## config.mk

```make
export PLATFORM = sky130hd
export DESIGN_NAME = bit_position_enumerator
export DESIGN_NICKNAME = d
export VERILOG_FILES = /design/src/rtl/bit_position_enumerator_pkg.sv /design/src/rtl/set_bit_encoder.sv /design/src/rtl/bit_position_enumerator.sv
export SDC_FILE = /design/constraint.sdc
export NUM_CORES = 1
export LEC_CHECK = 0
export ABC_CLOCK_PERIOD_IN_PS = 3050
export CAP_MARGIN = 5
export CORE_MARGIN = 4
export CORE_UTILIZATION = 45
export CTS_CLUSTER_SIZE = 8
export DETAILED_ROUTE_END_ITERATION = 7
export PLACE_DENSITY = 0.67
export SLEW_MARGIN = 25
export SYNTH_ARGS = -nofsm -noshare
export SYNTH_HDL_FRONTEND = slang
export SYNTH_SLANG_ARGS = --single-unit
```

## constraint.sdc

```tcl
create_clock -name clk_i -period 3.05 [get_ports clk_i]
set_input_delay 0.61 -clock clk_i [delete_from_list [all_inputs] [get_ports clk_i]]
set_output_delay 0.61 -clock clk_i [all_outputs]
set_load 0.005 [all_outputs]
```

## src/rtl/bit_position_enumerator_pkg.sv

```systemverilog
// Shared types and width helpers for bit_position_enumerator.
package bit_position_enumerator_pkg;

  typedef enum logic [1:0] {
    S_IDLE = 2'd0,
    S_EMIT = 2'd1,
    S_DONE = 2'd2
  } state_e;

  function automatic int idx_w(input int width);
    return $clog2(width);
  endfunction

  // Count must be able to hold WIDTH itself (all-ones word).
  function automatic int cnt_w(input int width);
    return $clog2(width + 1);
  endfunction

endpackage

```

## src/rtl/set_bit_encoder.sv

```systemverilog
// Combinational first-set-bit encoder with a single-bit-set flag.
module set_bit_encoder #(
  parameter int WIDTH     = 24,
  parameter bit MSB_FIRST = 1'b0,
  parameter int IW        = $clog2(WIDTH)
) (
  input  logic [WIDTH-1:0] mask_i,
  output logic [IW-1:0]    idx_o,
  output logic             one_o
);

  // Scan away from the wanted end so the wanted bit is the last write.
  always_comb begin
    idx_o = '0;
    if (MSB_FIRST) begin
      for (int i = 0; i < WIDTH; i++)
        if (mask_i[i]) idx_o = IW'(i);
    end else begin
      for (int i = WIDTH - 1; i >= 0; i--)
        if (mask_i[i]) idx_o = IW'(i);
    end
  end

  assign one_o = (mask_i != '0) && ((mask_i & (mask_i - WIDTH'(1))) == '0);

endmodule

```

## src/rtl/bit_position_enumerator.sv

```systemverilog
// Streams the set-bit positions of each accepted word, then pulses done with the count.
// Define BIT_POSITION_ENUMERATOR_MSB_FIRST_EN to emit highest index first.
module bit_position_enumerator
  import bit_position_enumerator_pkg::*;
#(
  parameter int WIDTH = 24
) (
  input  logic                      clk_i,
  input  logic                      rst_n_i,
  input  logic [WIDTH-1:0]          data_i,
  input  logic                      data_val_i,
  output logic                      data_ready_o,
  output logic [idx_w(WIDTH)-1:0]   idx_o,
  output logic                      idx_val_o,
  output logic                      idx_last_o,
  input  logic                      idx_ready_i,
  output logic                      done_o,
  output logic [cnt_w(WIDTH)-1:0]   count_o
);

  localparam int IW = idx_w(WIDTH);
  localparam int CW = cnt_w(WIDTH);
`ifdef BIT_POSITION_ENUMERATOR_MSB_FIRST_EN
  localparam bit MSB_FIRST = 1'b1;
`else
  localparam bit MSB_FIRST = 1'b0;
`endif

  state_e           state_q, state_d;
  logic [WIDTH-1:0] mask_q, mask_d;
  logic [CW-1:0]    cnt_q, cnt_d;
  logic [IW-1:0]    enc_idx;
  logic             enc_one;

  set_bit_encoder #(
    .WIDTH     (WIDTH),
    .MSB_FIRST (MSB_FIRST),
    .IW        (IW)
  ) u_enc (
    .mask_i (mask_q),
    .idx_o  (enc_idx),
    .one_o  (enc_one)
  );

  always_ff @(posedge clk_i or negedge rst_n_i) begin
    if (!rst_n_i) begin
      state_q <= S_IDLE;
      mask_q  <= '0;
      cnt_q   <= '0;
    end else begin
      state_q <= state_d;
      mask_q  <= mask_d;
      cnt_q   <= cnt_d;
    end
  end

  // Outputs decode straight from state so reset clears them without a clock.
  always_comb begin
    state_d      = state_q;
    mask_d       = mask_q;
    cnt_d        = cnt_q;
    data_ready_o = 1'b0;
    idx_val_o    = 1'b0;
    idx_last_o   = 1'b0;
    idx_o        = '0;
    done_o       = 1'b0;
    count_o      = '0;
    case (state_q)
      S_IDLE: begin
        data_ready_o = 1'b1;
        if (data_val_i) begin
          mask_d  = data_i;
          cnt_d   = '0;
          state_d = (data_i != '0) ? S_EMIT : S_DONE;
        end
      end
      S_EMIT: begin
        idx_val_o  = 1'b1;
        idx_o      = enc_idx;
        idx_last_o = enc_one;
        if (idx_ready_i) begin
          mask_d[enc_idx] = 1'b0;
          cnt_d           = cnt_q + CW'(1);
          if (enc_one) state_d = S_DONE;
        end
      end
      S_DONE: begin
        done_o  = 1'b1;
        count_o = cnt_q;
        state_d = S_IDLE;
      end
      default: state_d = S_IDLE;
    endcase
  end

endmodule

```

==> metrics.md <==
| Metric | Value |
|---|---|
| Setup Slack @ Placement | `-338 ps` |
| Full die area | `0.00626 mm2` |
| Number of rows created at floorplan | `25` |
| Count of cells along the worst register-to-register path | `7` |
| Setup violation total in the final timing report | `2` |
| Post-placement cell count | `424` |
| Worst hold-check slack | `about 550 ps` |
| Mapped cell area | `0.00228 mm2` |
| Largest net degree at the start of global routing | `32` |
| Outcome | `finished, violations left` |
| Port Buffers | `41` |
| Most common library cells after synthesis | `sky130_fd_sc_hd__nor2_1 (32), sky130_fd_sc_hd__dfrtp_1 (31), sky130_fd_sc_hd__a21oi_1 (28)` |
| Max Slew Vio Count | `0` |
| Post-Synthesis Net Count | `319` |
| Cell at the root of the clock tree | `sky130_fd_sc_hd__clkbuf_8` |
| Top cells by area, synth | `sky130_fd_sc_hd__dfrtp_1 (34%), sky130_fd_sc_hd__a21oi_1 (6.2%), sky130_fd_sc_hd__nor2_1 (5.3%), sky130_fd_sc_hd__nor4_1 (4.4%), sky130_fd_sc_hd__nand2_1 (4.0%)` |
| Signed area change from the synthesized netlist to the final layout | `40.0%` |
| Clk slew on worst S/H paths | `70 ps` |
| RSZ-0062 raised after global routing | `yes` |
| Post-synthesis cell type count | `52` |
| Initial drt markers | `247` |
| Number of detailed-route iterations in the first pass | `5` |
| Fin. Hold Viols | `0` |
| Largest fanout on the critical path | `3` |
| Overflow after GRT | `0` |
| Worst Clk Skew | `roughly 9 ps` |
| Required arrival time at the worst endpoint | `about 2400 ps` |
| Area fraction of the dominant cell type after synthesis | `34.1%` |
| Final WS setup | `-140 ps` |
| Overall Power | `between 0.0015 and 0.002 W` |
| Post-Syn Instances | `between 200 and 300` |
| Most numerous cell in the Yosys netlist | `sky130_fd_sc_hd__nor2_1` |
| Min-Delay Path Depth | `2` |
| Clock latency on the worst-skew pair | `290 ps` |
| Area inside the core boundary | `around 0.0048 mm2` |
| Average cell area after synthesis | `slightly below 8 um2` |
| Worst Min Path Start | `cnt_q[4]` |
| Failing checks | `setup timing` |
| Count of maximum capacitance violations | `0` |
| TritonCTS buffer count | `5` |
| Cell type with the highest aggregate area in the netlist | `sky130_fd_sc_hd__dfrtp_1` |
| Final routed DRC violation total | `0` |
| Layout cell share with drive strength beyond 1 | `slightly below 20%` |
| Initial antenna violation count | `0` |
| Period utilisation layout | `105%` |
| DIE HEIGHT | `79.1 um` |
| Fin crit period | `3190 ps` |
| TritonCTS clock tree | `built` |
| Hold/Removal Path Class | `flop to flop` |
| Overall global routing resource usage | `26.8%` |
| Routed length per instance | `18.2 um` |
| I/O pins | `42` |
| Worst setup SP type | `flop` |
| Via density per instance | `5.97` |
| Most used DFF post-synth | `sky130_fd_sc_hd__dfrtp_1` |
| Critical Setup Path Class | `flop to output pin` |
| Total area of sequential cells | `777 um2` |
| CP startpoint | `mask_q[2]` |
| First-pass GRT wire length | `12900 um` |
| Reg2Reg Setup Slack | `roughly 420 ps` |
| EDFF count, synth | `0` |
| Detailed Place HPWL | `6050 um` |
| Area used by multi-input combinational logic | `0.00143 mm2` |
| Via count of the first global-routing pass | `between 2k and 3k` |
| RR Startpoint | `mask_q[2]` |
| Peak supply drop | `0.287 mV` |
| Nets@finish | `397` |
| Worst reg2reg endpoint | `mask_q[13]` |
| Slew Limit Headroom | `between 60% and 70%` |
| Die W | `a little under 80 um` |
| Placer Congestion | `between 0.9 and 1` |
| Effective utilization at floorplan | `47.2%` |
| Proportion of synthesized chip area in sequential cells | `about a third` |
| Number of warnings printed during yosys synthesis | `0` |
| Number of levels in the clock H-tree | `2` |
| Fill count | `435` |
| Number of synthesized register bits | `31` |
| Ant diodes | `0` |
| CP endpoint kind | `output pin` |
| Vias post-DR | `2603` |
| Total routed wirelength | `7920 um` |
| Critical path data arrival time | `2580 ps` |
| Power per cell area | `609 mW/mm2` |
| Max Freq | `0.314 GHz` |
| Count of non-filler cells in the finished layout | `approximately 440` |
| Remaining antenna violation count after routing | `0` |
| Clock sink total | `31` |
| Async set-reset flop share out of synthesis | `100%` |
| Transition time of the tightest slew-check pin | `slightly below 600 ps` |
| Capture endpoint of the worst hold path | `cnt_q[4]` |
| Static Leakage | `1.34 nW` |
| Buffer depth of the longest clock path | `2` |
per-layer routing:
layer	track usage (%)	share of wire [%]	vias up
li1	-	-	1240
met1	37.0	46	1238
met2	42.2	46	112
met3	4.88	7.0	13
met4	9.11	1.4	0
met5	0	0	-
cell families (layout without fill, tap and decap cells):
kind of cell / count (synthesis) / after routing / synth area share, %
AOI/OAI and AO/OA: 86 / 86 / 24.1
buffers and inverters: 30 / 109 / 5.33
DFF: 31 / 31 / 34.1
adders and majority gates: 3 / 3 / 1.43
xor gates and xnor gates: 3 / 3 / 1.15
muxes: 8 / 8 / 3.52
and+or+nand+nor: 129 / 129 / 30.3
report_power, final:
group	switching [W]	internal [W]	leakage [nW]	total [W]
clock	0.000161	0.000160	0.0422	0.000321
sequential	0.0000596	0.000495	0.386	0.000555
combinational	0.000583	0.000481	0.907	0.00106
stage by stage:
| step | instance area, um2 | utilization [%] | TNS (ps) |
|---|---|---|---|
| after CTS | 3160 | 65.6 | -349 |
| after detailed placement | 3030 | 62.9 | -338 |
| final | 3190 | 66.2 | -230 |
| after floorplan | 2280 | - | 0 |
| after global routing | 3190 | 66.2 | -519 |
| after global placement | 3030 | 62.9 | -342 |
flip-flops by register name, summed over array words and instances, names as in the netlist:
signal and count:
cnt_q 5, mask_q 24, state_q 2
critical path, cell delays in order, from the launching register on:
cell	delay, ps
sky130_fd_sc_hd__dfrtp_1	380
sky130_fd_sc_hd__or4_4	560
sky130_fd_sc_hd__o32ai_1	240
sky130_fd_sc_hd__a21oi_1	90
sky130_fd_sc_hd__or4_1	530
sky130_fd_sc_hd__nor2_1	130
sky130_fd_sc_hd__nor4b_4	210
sky130_fd_sc_hd__buf_2	160
cell usage in the layout, fill, tap and decap left out, drive strengths merged, types with 9 or more instances in the layout:
cell | synthesis | layout
buf | 2 | 51
nor4 | 17 | 17
nand2 | 24 | 24
and2 | 9 | 9
nor2 | 32 | 32
inv | 9 | 9
clkdlybuf4s50 | 0 | 37
nor3 | 15 | 15
dfrtp | 31 | 31
a21oi | 28 | 28
o21ai | 17 | 17
how the worst max path moves through the flow:
stage / end / slack [ps] / depth (start not counted)
after floorplan: idx_last_o / 180 / 7
after global placement: idx_last_o / -340 / 8
after detailed placement: idx_last_o / -340 / 8
after CTS: idx_last_o / -190 / 8
after global routing: idx_last_o / -300 / 8
final: idx_last_o / -140 / 7
area by class of cell:
type,count,share of cell area (%)
flip-flops and latches,31,24.4
well taps,67,2.63
clock inverters,1,0.157
multi-input cells,229,44.9
repair buffers,91,24.4
clock buffers,7,2.39
inverters,10,1.18
timing repair:
action                                  CTS  global route
endpoints found under the setup margin    5             3
hold buffers                              0             0
pin swaps                                 4             2
setup buffers                             3             1
resized for setup                        16             3
No activity file was read; power rests on OpenSTA's default activity.
